## src/rtl/ps2_zx_keymatrix.sv

```systemverilog
// ps2_zx_keymatrix: PS/2 set-2 receiver feeding the 8x5 ZX Spectrum key matrix.
// Conditions PS2_CLK/PS2_DAT and receives 11-bit frames. Decodes make/break
// (E0/F0 prefixes) into the matrix, F1..F11 flags and modifier states.
// key_data is the active-low AND of every half-row selected by addr[15:8].
// Optional build macro: PS2_CURSOR_EN. When defined, arrows and Backspace
// produce CAPS SHIFT plus a digit key.
module ps2_zx_keymatrix #(
    parameter int FILTER_LEN     = 8,
    parameter int TIMEOUT_CYCLES = 14000
) (
    input  logic        CLK,
    input  logic        nRESET,
    input  logic        PS2_CLK,
    input  logic        PS2_DAT,
    input  logic [15:0] addr,
    output logic [4:0]  key_data,
    output logic [10:0] Fn,
    output logic [2:0]  mod
);

    localparam int FCW = $clog2(FILTER_LEN + 1);
    localparam int WDW = $clog2(TIMEOUT_CYCLES + 1);

    typedef enum logic [1:0] {IDLE, DATA, PARITY, STOP} rx_state_t;

    // Indices into hold_reg. These keys have a left/right or main/keypad twin,
    // so each one is tracked on its own and the pair is ORed.
    localparam int H_LSHIFT = 0;
    localparam int H_RSHIFT = 1;
    localparam int H_LCTRL  = 2;
    localparam int H_RCTRL  = 3;
    localparam int H_LALT   = 4;
    localparam int H_RALT   = 5;
    localparam int H_ENTER  = 6;
    localparam int H_KPENT  = 7;

    logic             clk_s1_reg, clk_s2_reg, dat_s1_reg, dat_s2_reg;
    logic             filt_reg;
    logic [FCW-1:0]   fcnt_reg;
    logic             fall;

    rx_state_t        state_reg;
    logic [2:0]       bitcnt_reg;
    logic [7:0]       shift_reg;
    logic             par_reg;
    logic [WDW-1:0]   wd_reg;
    logic             byte_valid_reg;
    logic [7:0]       byte_reg;

    logic             ext_reg, rel_reg;
    logic [7:0][4:0]  matrix_reg;
    logic [10:0]      fn_reg;
    logic [7:0]       hold_reg;
`ifdef PS2_CURSOR_EN
    // {bksp, right, up, down, left}: shadow holds for the cursor keys.
    logic [4:0]       cur_reg;
`endif

    logic [8:0]       code9;
    logic [5:0]       map_rc;
    logic [3:0]       fn_idx;
    logic [7:0][4:0]  eff;
    logic [7:0][4:0]  row_term;
    logic             unused_addr;

    assign unused_addr = ^addr[7:0];

    // Synchronise both lines and debounce the clock with a saturating counter.
    always_ff @(posedge CLK) begin
        if (!nRESET) begin
            clk_s1_reg <= 1'b1;
            clk_s2_reg <= 1'b1;
            dat_s1_reg <= 1'b1;
            dat_s2_reg <= 1'b1;
            filt_reg   <= 1'b1;
            fcnt_reg   <= '0;
        end else begin
            clk_s1_reg <= PS2_CLK;
            clk_s2_reg <= clk_s1_reg;
            dat_s1_reg <= PS2_DAT;
            dat_s2_reg <= dat_s1_reg;
            if (clk_s2_reg == filt_reg) begin
                fcnt_reg <= '0;
            end else if (fcnt_reg == FCW'(FILTER_LEN - 1)) begin
                filt_reg <= clk_s2_reg;
                fcnt_reg <= '0;
            end else begin
                fcnt_reg <= fcnt_reg + 1'b1;
            end
        end
    end

    // The filtered clock is about to go 1->0; data is sampled in this cycle.
    assign fall = filt_reg && !clk_s2_reg && (fcnt_reg == FCW'(FILTER_LEN - 1));

    // Frame receiver with a watchdog that abandons stalled frames.
    always_ff @(posedge CLK) begin
        if (!nRESET) begin
            state_reg      <= IDLE;
            bitcnt_reg     <= '0;
            shift_reg      <= '0;
            par_reg        <= 1'b0;
            wd_reg         <= '0;
            byte_valid_reg <= 1'b0;
            byte_reg       <= '0;
        end else begin
            byte_valid_reg <= 1'b0;
            if (fall) begin
                // An edge always beats a simultaneous timeout.
                wd_reg <= '0;
                case (state_reg)
                    IDLE: begin
                        if (!dat_s2_reg) begin
                            state_reg  <= DATA;
                            bitcnt_reg <= '0;
                        end
                    end
                    DATA: begin
                        shift_reg  <= {dat_s2_reg, shift_reg[7:1]};
                        bitcnt_reg <= bitcnt_reg + 1'b1;
                        if (bitcnt_reg == 3'd7) state_reg <= PARITY;
                    end
                    PARITY: begin
                        par_reg   <= dat_s2_reg;
                        state_reg <= STOP;
                    end
                    default: begin
                        if (dat_s2_reg && (^{shift_reg, par_reg})) begin
                            byte_valid_reg <= 1'b1;
                            byte_reg       <= shift_reg;
                        end
                        state_reg <= IDLE;
                    end
                endcase
            end else if (state_reg != IDLE) begin
                if (wd_reg == WDW'(TIMEOUT_CYCLES)) begin
                    state_reg <= IDLE;
                    wd_reg    <= '0;
                end else begin
                    wd_reg <= wd_reg + 1'b1;
                end
            end else begin
                wd_reg <= '0;
            end
        end
    end

    assign code9 = {ext_reg, byte_reg};

    // Scan code to matrix position (octal {row, col}) and to F-key index.
    always_comb begin
        map_rc = 6'o77;
        fn_idx = 4'hF;
        case (code9)
            9'h01A: map_rc = 6'o01;
            9'h022: map_rc = 6'o02;
            9'h021: map_rc = 6'o03;
            9'h02A: map_rc = 6'o04;
            9'h01C: map_rc = 6'o10;
            9'h01B: map_rc = 6'o11;
            9'h023: map_rc = 6'o12;
            9'h02B: map_rc = 6'o13;
            9'h034: map_rc = 6'o14;
            9'h015: map_rc = 6'o20;
            9'h01D: map_rc = 6'o21;
            9'h024: map_rc = 6'o22;
            9'h02D: map_rc = 6'o23;
            9'h02C: map_rc = 6'o24;
            9'h016: map_rc = 6'o30;
            9'h01E: map_rc = 6'o31;
            9'h026: map_rc = 6'o32;
            9'h025: map_rc = 6'o33;
            9'h02E: map_rc = 6'o34;
            9'h045: map_rc = 6'o40;
            9'h046: map_rc = 6'o41;
            9'h03E: map_rc = 6'o42;
            9'h03D: map_rc = 6'o43;
            9'h036: map_rc = 6'o44;
            9'h04D: map_rc = 6'o50;
            9'h044: map_rc = 6'o51;
            9'h043: map_rc = 6'o52;
            9'h03C: map_rc = 6'o53;
            9'h035: map_rc = 6'o54;
            9'h04B: map_rc = 6'o61;
            9'h042: map_rc = 6'o62;
            9'h03B: map_rc = 6'o63;
            9'h033: map_rc = 6'o64;
            9'h029: map_rc = 6'o70;
            9'h03A: map_rc = 6'o72;
            9'h031: map_rc = 6'o73;
            9'h032: map_rc = 6'o74;
            default: ;
        endcase
        case (code9)
            9'h005: fn_idx = 4'd0;
            9'h006: fn_idx = 4'd1;
            9'h004: fn_idx = 4'd2;
            9'h00C: fn_idx = 4'd3;
            9'h003: fn_idx = 4'd4;
            9'h00B: fn_idx = 4'd5;
            9'h083: fn_idx = 4'd6;
            9'h00A: fn_idx = 4'd7;
            9'h001: fn_idx = 4'd8;
            9'h009: fn_idx = 4'd9;
            9'h078: fn_idx = 4'd10;
            default: ;
        endcase
    end

    // Prefix tracking and key state update on each received byte.
    always_ff @(posedge CLK) begin
        if (!nRESET) begin
            ext_reg    <= 1'b0;
            rel_reg    <= 1'b0;
            matrix_reg <= '1;
            fn_reg     <= '0;
            hold_reg   <= '0;
`ifdef PS2_CURSOR_EN
            cur_reg    <= '0;
`endif
        end else if (byte_valid_reg) begin
            if (byte_reg == 8'hE0) begin
                ext_reg <= 1'b1;
            end else if (byte_reg == 8'hF0) begin
                rel_reg <= 1'b1;
            end else begin
                if (map_rc[2:0] != 3'd7) matrix_reg[map_rc[5:3]][map_rc[2:0]] <= rel_reg;
                if (fn_idx != 4'hF) fn_reg[fn_idx] <= ~rel_reg;
                case (code9)
                    9'h012: hold_reg[H_LSHIFT] <= ~rel_reg;
                    9'h059: hold_reg[H_RSHIFT] <= ~rel_reg;
                    9'h014: hold_reg[H_LCTRL]  <= ~rel_reg;
                    9'h114: hold_reg[H_RCTRL]  <= ~rel_reg;
                    9'h011: hold_reg[H_LALT]   <= ~rel_reg;
                    9'h111: hold_reg[H_RALT]   <= ~rel_reg;
                    9'h05A: hold_reg[H_ENTER]  <= ~rel_reg;
                    9'h15A: hold_reg[H_KPENT]  <= ~rel_reg;
`ifdef PS2_CURSOR_EN
                    9'h16B: cur_reg[0] <= ~rel_reg;
                    9'h172: cur_reg[1] <= ~rel_reg;
                    9'h175: cur_reg[2] <= ~rel_reg;
                    9'h174: cur_reg[3] <= ~rel_reg;
                    9'h066: cur_reg[4] <= ~rel_reg;
`endif
                    default: ;
                endcase
                rel_reg <= 1'b0;
                ext_reg <= 1'b0;
            end
        end
    end

    // Overlay the OR-combined keys onto the plain matrix.
    always_comb begin
        eff       = matrix_reg;
        eff[0][0] = ~(hold_reg[H_LSHIFT] | hold_reg[H_RSHIFT]);
        eff[6][0] = ~(hold_reg[H_ENTER]  | hold_reg[H_KPENT]);
        eff[7][1] = ~(hold_reg[H_LCTRL]  | hold_reg[H_RCTRL]);
`ifdef PS2_CURSOR_EN
        eff[0][0] = eff[0][0] & ~(|cur_reg);
        eff[3][4] = eff[3][4] & ~cur_reg[0];
        eff[4][4] = eff[4][4] & ~cur_reg[1];
        eff[4][3] = eff[4][3] & ~cur_reg[2];
        eff[4][2] = eff[4][2] & ~cur_reg[3];
        eff[4][0] = eff[4][0] & ~cur_reg[4];
`endif
    end

    generate
        for (genvar gi = 0; gi < 8; gi++) begin : g_row
            assign row_term[gi] = addr[8+gi] ? 5'h1F : eff[gi];
        end
    endgenerate

    // AND together every selected half-row.
    always_comb begin
        key_data = 5'h1F;
        for (int r = 0; r < 8; r++) key_data = key_data & row_term[r];
    end

    assign Fn  = fn_reg;
    assign mod = {hold_reg[H_LALT]   | hold_reg[H_RALT],
                  hold_reg[H_LCTRL]  | hold_reg[H_RCTRL],
                  hold_reg[H_LSHIFT] | hold_reg[H_RSHIFT]};

endmodule

```

## config.mk

```make
export PLATFORM = sky130hd
export DESIGN_NAME = ps2_zx_keymatrix
export DESIGN_NICKNAME = d
export VERILOG_FILES = /design/src/rtl/ps2_zx_keymatrix.sv
export SDC_FILE = /design/constraint.sdc
export NUM_CORES = 1
export LEC_CHECK = 0
export BUFFER_PORTS_ARGS = -buffer_cell sky130_fd_sc_hd__buf_4
export CORE_ASPECT_RATIO = 0.9
export CORE_MARGIN = 2
export CORE_UTILIZATION = 63
export CTS_BUF_LIST = sky130_fd_sc_hd__clkbuf_2
export DETAILED_ROUTE_END_ITERATION = 10
export GPL_ROUTABILITY_DRIVEN = 0
export PLACE_DENSITY = 0.83
export RECOVER_POWER = 25
export SLEW_MARGIN = 10
export SYNTH_ARGS = -nofsm -noshare
export SYNTH_HDL_FRONTEND = slang
export SYNTH_SLANG_ARGS = --single-unit
```

## constraint.sdc

```tcl
create_clock -name CLK -period 7.4 [get_ports CLK]
set_clock_uncertainty 0.1 [all_clocks]
set_input_delay 0.37 -clock CLK [delete_from_list [all_inputs] [get_ports CLK]]
set_output_delay 0.37 -clock CLK [all_outputs]
set_load 0.01 [all_outputs]
```

==> results of run 1 <==
-- where the power goes --
part	internal [mW]	switching, mW	total, mW	leakage [nW]
Sequential	0.564	0.000688	0.564	0.840
Combinational	0.00647	0.0145	0.0209	1.28
Clock	0.145	0.188	0.333	0.0862
-- area by class of cell --
class                           count  share of cell area, %
Clock buffer                        9                  0.748
Clock inverter                      7                   1.95
Timing Repair Buffer               37                   3.74
Tap cell                          119                   2.47
Sequential cell                   104                   34.6
Multi-Input combinational cell    524                   55.2
Inverter                           21                   1.31
-- cells by family after synthesis --
logic type,count (synthesis),share of synthesized area (%)
XOR/XNOR,27,4.18
multiplexers,24,4.25
adder cells (fa/ha/maj),11,2.39
AND/OR/NAND/NOR,318,29.2
buffers and inverters,59,4.32
flip-flops,104,36.8
AO/OA/AOI/OAI,144,18.8
-- per-stage QoR --
step / power (mW) / setup slack, ns / hold WS [ns] / utilization (%)
finish: 0.918 / 3.29 / 0.351 / 69.7
global route: 0.946 / 3.11 / 0.360 / 69.7
global placement: 0.593 / 4.09 / 0.296 / 68.1
CTS: 0.921 / 3.92 / 0.0148 / 70.2
floorplan: 0.583 / 4.83 / 0.286 / -
detailed placement: 0.594 / 3.97 / 0.301 / 68.1
-- per-layer routing --
metal	wire length, um	share of wire (%)	GRT usage [%]
met1	6050	42	37.8
met2	6790	47	51.1
met3	1210	8.5	7.28
met4	284	2.0	9.35
met5	0	0	0
-- synth_stat cells (15+ instances only) --
| cell type | number |
|---|---|
| sky130_fd_sc_hd__dfxtp_1 | 104 |
| sky130_fd_sc_hd__nand2_1 | 91 |
| sky130_fd_sc_hd__nor2_1 | 81 |
| sky130_fd_sc_hd__nand3_1 | 31 |
| sky130_fd_sc_hd__a21oi_1 | 28 |
| sky130_fd_sc_hd__mux2i_1 | 24 |
| sky130_fd_sc_hd__o22ai_1 | 23 |
| sky130_fd_sc_hd__o211ai_1 | 21 |
| sky130_fd_sc_hd__clkbuf_1 | 20 |
| sky130_fd_sc_hd__inv_1 | 19 |
| sky130_fd_sc_hd__o21ai_0 | 18 |
| sky130_fd_sc_hd__xnor2_1 | 17 |
| sky130_fd_sc_hd__nor3_1 | 16 |
| sky130_fd_sc_hd__buf_2 | 15 |
| sky130_fd_sc_hd__nand2b_1 | 15 |
-- worst max-delay path, cell delays in order --
cell                            delay, ns
sky130_fd_sc_hd__dlygate4sd3_1       0.52
sky130_fd_sc_hd__clkbuf_1            1.14
sky130_fd_sc_hd__inv_1               1.35
sky130_fd_sc_hd__nor2_1              0.89
sky130_fd_sc_hd__mux2i_1             0.16
-- how the worst max path moves through the flow --
stage	startpoint	to	slack (ns)
after floorplan	byte_reg[5]	eff[3]	4.83
after global placement	byte_reg[5]	eff[33]	4.09
after detailed placement	byte_reg[5]	eff[33]	3.97
after CTS	byte_reg[5]	eff[33]	3.92
after global routing	nRESET	eff[39]	3.11
final	nRESET	eff[39]	3.29
==> flow_results.org, run 1 <==
** Synthesis
- Synthesized area per cell :: between 8 and 9 um2
- In this run the biggest area consumer among cell types represents between 30% and 40% of the synthesized area.
- Among all flip-flop cells after synthesis, the most frequent one is sky130_fd_sc_hd__dfxtp_1.
- After synthesis, the netlist uses 76 different library cells.
- Net count after synthesis :: approximately 720
- In the synthesized netlist the async set-or-reset flop fraction comes to 0%.
- Gate count of the mapped netlist :: 687
- Cell types occupying the most area after synthesis :: sky130_fd_sc_hd__dfxtp_1 37%, sky130_fd_sc_hd__nand2_1 6.0%, sky130_fd_sc_hd__nor2_1 5.4%, sky130_fd_sc_hd__mux2i_1 4.2%, sky130_fd_sc_hd__o211ai_1 2.8%
- The synthesized netlist occupies a cell area of 5650 um2.
- Synth Register Bits :: between 100 and 150
- For this run, the number of Yosys warnings is 0.
- Yosys mapped a number of flops with a built-in enable equal to 0.
- Library cell occupying the most area in the post-synthesis netlist :: sky130_fd_sc_hd__dfxtp_1
- Sequential area share after synthesis :: between 30% and 40%

** Die
- The floorplan step set the die width to 104 um.
- In this run the standard cell core region covers 8650 um2.
- IO Count :: 39
- Vert. Die Dim :: ~94 um
- Starting density of the core :: 65.4%
- FP Rows :: 32
- Overall die area :: about 9700 um2

** Clocking
- For this design, the CTS-stage hold fixing added 2 buffers.
- The root buffer cell chosen for the clock tree is sky130_fd_sc_hd__clkbuf_2.
- Post-cts resize count :: 0
- The clock passes through at most 2 buffers.
- Buffers inserted during clock tree synthesis total 9.
- The tree built by TritonCTS fans out to around 100 sinks.
- Number of buffers inserted to repair setup after CTS :: 0
- Clk Latency, worst-skew pair :: about 0.59 ns
- Clock slew seen by the registers of the worst setup and hold paths :: about 0.26 ns
- The clock tree synthesis step divided the H-tree into 3 levels.
- CTS tree :: done

** Timing
- Hold Vio Cnt, Final :: 0
- Relative slew slack :: -22.1%
- Timing-limited maximum frequency :: roughly 240 MHz
- For the pin with the worst max-slew slack, the measured transition is ~1.8 ns.
- The worst path needs a little over 4 ns of the cycle, external delays included.
- After layout, the worst path uses between 50% and 60% of the clock period.
- Setup repair after global routing left no endpoint under its margin.
- Max Transition Viols Final :: 92
- Final setup violating endpoints :: 0
- Sum of negative setup slack :: 0 ns

** Layout
- Leaving out fill and tap cells, the most frequent cells in the layout are 104 x sky130_fd_sc_hd__dfxtp_1, 91 x sky130_fd_sc_hd__nand2_1, 81 x sky130_fd_sc_hd__nor2_1.
- Multi-input gate area in the final layout :: between 3000 and 4000 um2
- Fraction of layout instances using a drive strength above 1 :: under 10%
- Nets :: between 700 and 800
- The library cell used most frequently in the layout, excluding fill and tap cells, is sky130_fd_sc_hd__dfxtp_1.
- Fill cell instance count of the final layout :: 763
- Registers take 2080 um2.
- Excluding fillers, the count of instances in the completed layout stands at between 800 and 900.
- The repair_antennas step left the layout with diodes totalling 0.
- Area of all placed cells without fillers :: around 6000 um2
- Relative area change from synthesis to final layout :: 6.57%
- Max FFs per register :: 37

** Setup path
- STA classifies the critical path startpoint as a primary input.
- Capture point of the worst reg-to-reg path :: eff[33]
- The worst register-to-register path has a setup slack of approximately 3.8 ns.
- Critical Path Sink Type :: register
- Reg-to-reg startpoint :: byte_reg[5]
- CP Max Fanout :: 60
- CP arrival :: approximately 4.5 ns
- By startpoint and endpoint, the worst setup path is classified as primary input to register.
- Required time of the critical path :: roughly 7.8 ns
- Worst reg-to-reg path cell count :: 8

** Global routing
- The initial antenna violation count is 0.
- Vias in the first global route :: approximately 5000
- The first global-routing pass estimated 23.9 mm of wire.
- Remaining Overflow, GRT :: 0
- Global routing used between 20 and 30% of the available tracks across all layers.
- Largest net degree at the start of global routing :: around 60

** Drt
- Dividing the detail-routed via count by the number of cells gives between 6 and 7.
- Summed over all layers, the routed wires come to around 14 mm.
- The routed layout has 5295 vias.
- Number of DRC markers in iteration 0 :: between 500 and 600
- In the routed design, unresolved DRC markers number 0.
- 1st-pass router iterations :: 6
- Once detail routing completed, the nets flagged for antenna violations numbered 0.
- Wire per inst :: roughly 17 um

** Placed design
- Buffers placed on the I/O ports in this run total 30.
- Summed over all nets, the half-perimeter wirelength after detailed placement is 10.0 mm.
- Placed cell count :: roughly 800
- In this run the cell area measured after placement is 5890 um2.

** Run
- The tool flagged a number of max-cap violations equal to 2.

** Pwr
- The worst-case IR drop observed on VDD is around 130 uV.
- Leak Pwr :: between 2 and 2.5 nW
- Pwr Density :: roughly 150 nW/um2

** Worst hold path
- Hold endpoint :: dat_s2_reg
- Worst Hold Depth :: 1
- The tightest min-delay check is of the register to register type.
- The startpoint identified for the worst hold timing path is dat_s1_reg.

** Outcome
- The checks that failed: capacitance limit, slew limit.
- The flow ran to the end, but the final reports show violations.
(Power assumes the default switching activity.)
==> run 2: changes to the inputs <==
==> constraint.sdc (replaced) <==
create_clock -name CLK -period 3.95 [get_ports CLK]
set_clock_uncertainty 0.1 [all_clocks]
set_input_delay 0.1975 -clock CLK [delete_from_list [all_inputs] [get_ports CLK]]
set_output_delay 0.1975 -clock CLK [all_outputs]
set_load 0.01 [all_outputs]
==> flow_results.org, run 2 (same netlist as run 1, synthesis figures left out) <==
** Setup path
- Slowest cell on the critical path :: sky130_fd_sc_hd__dfxtp_1
- The worst setup path is of the register to register kind.
- CP Max Fanout :: 30
- Critical path capture point :: eff[33]
- Origin of the worst setup path :: byte_reg[3]
- The critical path crosses 9 cells after its start point.
- Counting both buffers and inverters, the worst setup path holds a total of 1.
- Reg-to-reg startpoint :: byte_reg[3]
- Data on the critical path is required at its endpoint by about 4.4 ns.
- STA classifies the critical path startpoint as a register.
- Register-to-register setup slack :: 0.32 ns
- Worst reg-to-reg path cell count :: 9
- Cell-by-cell listing of the critical path :: buf_4, nand2b_1, a2111oi_0, a211oi_1, nand4_1, a21oi_1, nor3_2, nand2_1, a221o_1
- STA classifies the critical path endpoint as a register.
- Data arrives at the worst endpoint at about 4 ns.
- The endpoint identified for the worst register-to-register timing path is eff[33].
- In this design, the stage delay of the slowest critical-path cell is 1.08 ns.
- CP delay by family, top :: compound AO/OA/AOI/OAI gates

** Layout
- Commonest non-fill, non-tap cell in the layout :: sky130_fd_sc_hd__dfxtp_1
- Fill cell instance count of the final layout :: approximately 710
- The library cells used most frequently in the layout, excluding fill and tap cells, are 104 x sky130_fd_sc_hd__dfxtp_1, 91 x sky130_fd_sc_hd__nand2_1, 81 x sky130_fd_sc_hd__nor2_1.
- The register with the most flip-flops in the layout has 37 of them.
- From synthesis to final layout, the design area changed by 6.71%.
- Cells with a size suffix above 1 make up a little under a tenth of the layout.
- The number of antenna diodes in the final layout is 0.
- Area of all placed cells without fillers :: roughly 6000 um2
- Nets :: 732

** Timing
- After layout, the worst path uses between 90 and 100% of the clock period.
- Setup total negative slack on the finished layout was measured at 0 ns.
- Setup repair after global routing left no endpoint under its margin.
- Transition time of the tightest slew-check pin :: 1.48 ns
- The routed design could run at a clock period as short as 3.63 ns.
- The number of max-slew violations in the final report is 0.
- Post-layout worst setup margin :: approximately 0.32 ns
- In this run the tightest slew margin relative to its limit is approximately 1.3%.
- Final setup violating endpoints :: 0
- Static timing analysis puts the maximum clock frequency at 275 MHz.
- The number of hold violations in the final report was 0.

** Die
- From bottom edge to top edge, the die measures 93.9 um.
- Overall die area :: just under 10000 um2
- FP Rows :: 32
- IO Count :: 39
- The die is between 100 and 150 um wide.
- Starting density of the core :: between 60% and 70%
- Core footprint :: between 8000 and 9000 um2

** Clocking
- Clock buffer count from CTS :: 9
- After clock tree synthesis, the flow added hold-fix buffers numbering 5.
- H-tree lvl count :: 3
- Clk Latency, worst-skew pair :: around 0.59 ns
- Number of buffers on the longest clock path :: 2
- Number of buffers inserted to repair setup after CTS :: 0
- Number of clock sinks :: around 100
- TritonCTS built the clock tree.
- Clock-pin slew was measured on the worst setup and hold paths at ~0.28 ns.
- Post-cts resize count :: 0
- Master cell of the clock root buffer :: sky130_fd_sc_hd__clkbuf_2

** Global routing
- The initial antenna violation count came to 0.
- Met1 Usage GRT :: between 30% and 40%
- Largest net degree at the start of global routing :: 61
- Global-route wire length before repair :: 23.8 mm
- Grt met2 use :: 49.2%
- Met3 capacity usage during global routing :: roughly 7.3%
- Layer with the highest usage :: met2
- For this run the aggregate overflow at the end of global routing stands at 0.
- Overall routing resource usage :: a little under a third
- The via count of the first global-routing pass was a little under 5000.

** Drt
- Vias per cell :: around 6.4
- Vias :: 5252
- Wire per inst :: ~17 um
- Summed over all layers, the routed wires come to 14.1 mm.
- For this run, design rule violations remaining after detail routing come to 0.
- 1st-pass router iterations :: 6
- Final antenna-violating net count :: 0
- Number of DRC markers in iteration 0 :: 489

** Pwr
- The worst-case IR drop observed on VDD is between 200 and 250 uV.
- Summed over all cells, the static leakage comes to roughly 2.2 nW.
- In this run the power density over the cells is 269 nW/um2.

** Placed design
- Placement-stage worst setup slack :: around 0.53 ns
- DP HPWL :: just under 10 mm
- Number of buffer cells added on primary ports :: 30
- Post-DP Area :: between 5000 and 6000 um2

** Outcome
- The run finished with clean final reports.

** Run
- Number of max-capacitance violations reported :: 0

** Worst hold path
- The tightest min-delay check is of the register to register type.
## run 2: where the power goes
group / internal (mW) / total, mW / switching [mW]
logic: 0.0134 / 0.0402 / 0.0268
clock network: 0.155 / 0.522 / 0.367
registers: 1.06 / 1.06 / 0.00144
## run 2: final cells by class
type	instances	area [um2]	share of cell area (%)
well taps	119	149	2.47
inverters	21	78.8	1.31
clock buffers	9	45.0	0.747
repair buffers	42	272	4.50
flip-flops and latches	104	2080	34.5
multi-input cells	524	3330	55.2
clock inverters	7	78.8	1.31
## run 2: worst min path at each step
stage / to / start / depth (start not counted) / slack [ns]
CTS: clk_s2_reg / clk_s1_reg / 1 / 0.35
global route: clk_s2_reg / clk_s1_reg / 1 / 0.38
detailed placement: dat_s1_reg / PS2_DAT / 2 / 0.29
global placement: dat_s1_reg / PS2_DAT / 2 / 0.29
finish: clk_s2_reg / clk_s1_reg / 1 / 0.35
floorplan: clk_s1_reg / PS2_CLK / 1 / 0.20
## run 2: layer usage
| layer | vias up | routed length [um] |
|---|---|---|
| li1 | 2519 | - |
| met1 | 2435 | 6100 |
| met2 | 263 | 6450 |
| met3 | 35 | 1300 |
| met4 | 0 | 296 |
| met5 | - | 0 |
## run 2: worst reg2reg max path, stage by stage (launching register included)
cell	delay, ns
sky130_fd_sc_hd__dfxtp_1	1.08
sky130_fd_sc_hd__buf_4	0.33
sky130_fd_sc_hd__nand2b_1	0.10
sky130_fd_sc_hd__a2111oi_0	0.66
sky130_fd_sc_hd__a211oi_1	0.14
sky130_fd_sc_hd__nand4_1	0.24
sky130_fd_sc_hd__a21oi_1	0.12
sky130_fd_sc_hd__nor3_2	0.40
sky130_fd_sc_hd__nand2_1	0.10
sky130_fd_sc_hd__a221o_1	0.31
## run 2: stage by stage
step	power (mW)	hold WS, ns	utilization, %	std cells
after global routing	1.68	0.375	69.7	826
final	1.62	0.350	69.7	826
after detailed placement	1.11	0.290	68.4	805
after floorplan	1.09	0.199	-	687
after global placement	1.11	0.292	68.4	805
after CTS	1.64	0.349	70.4	826
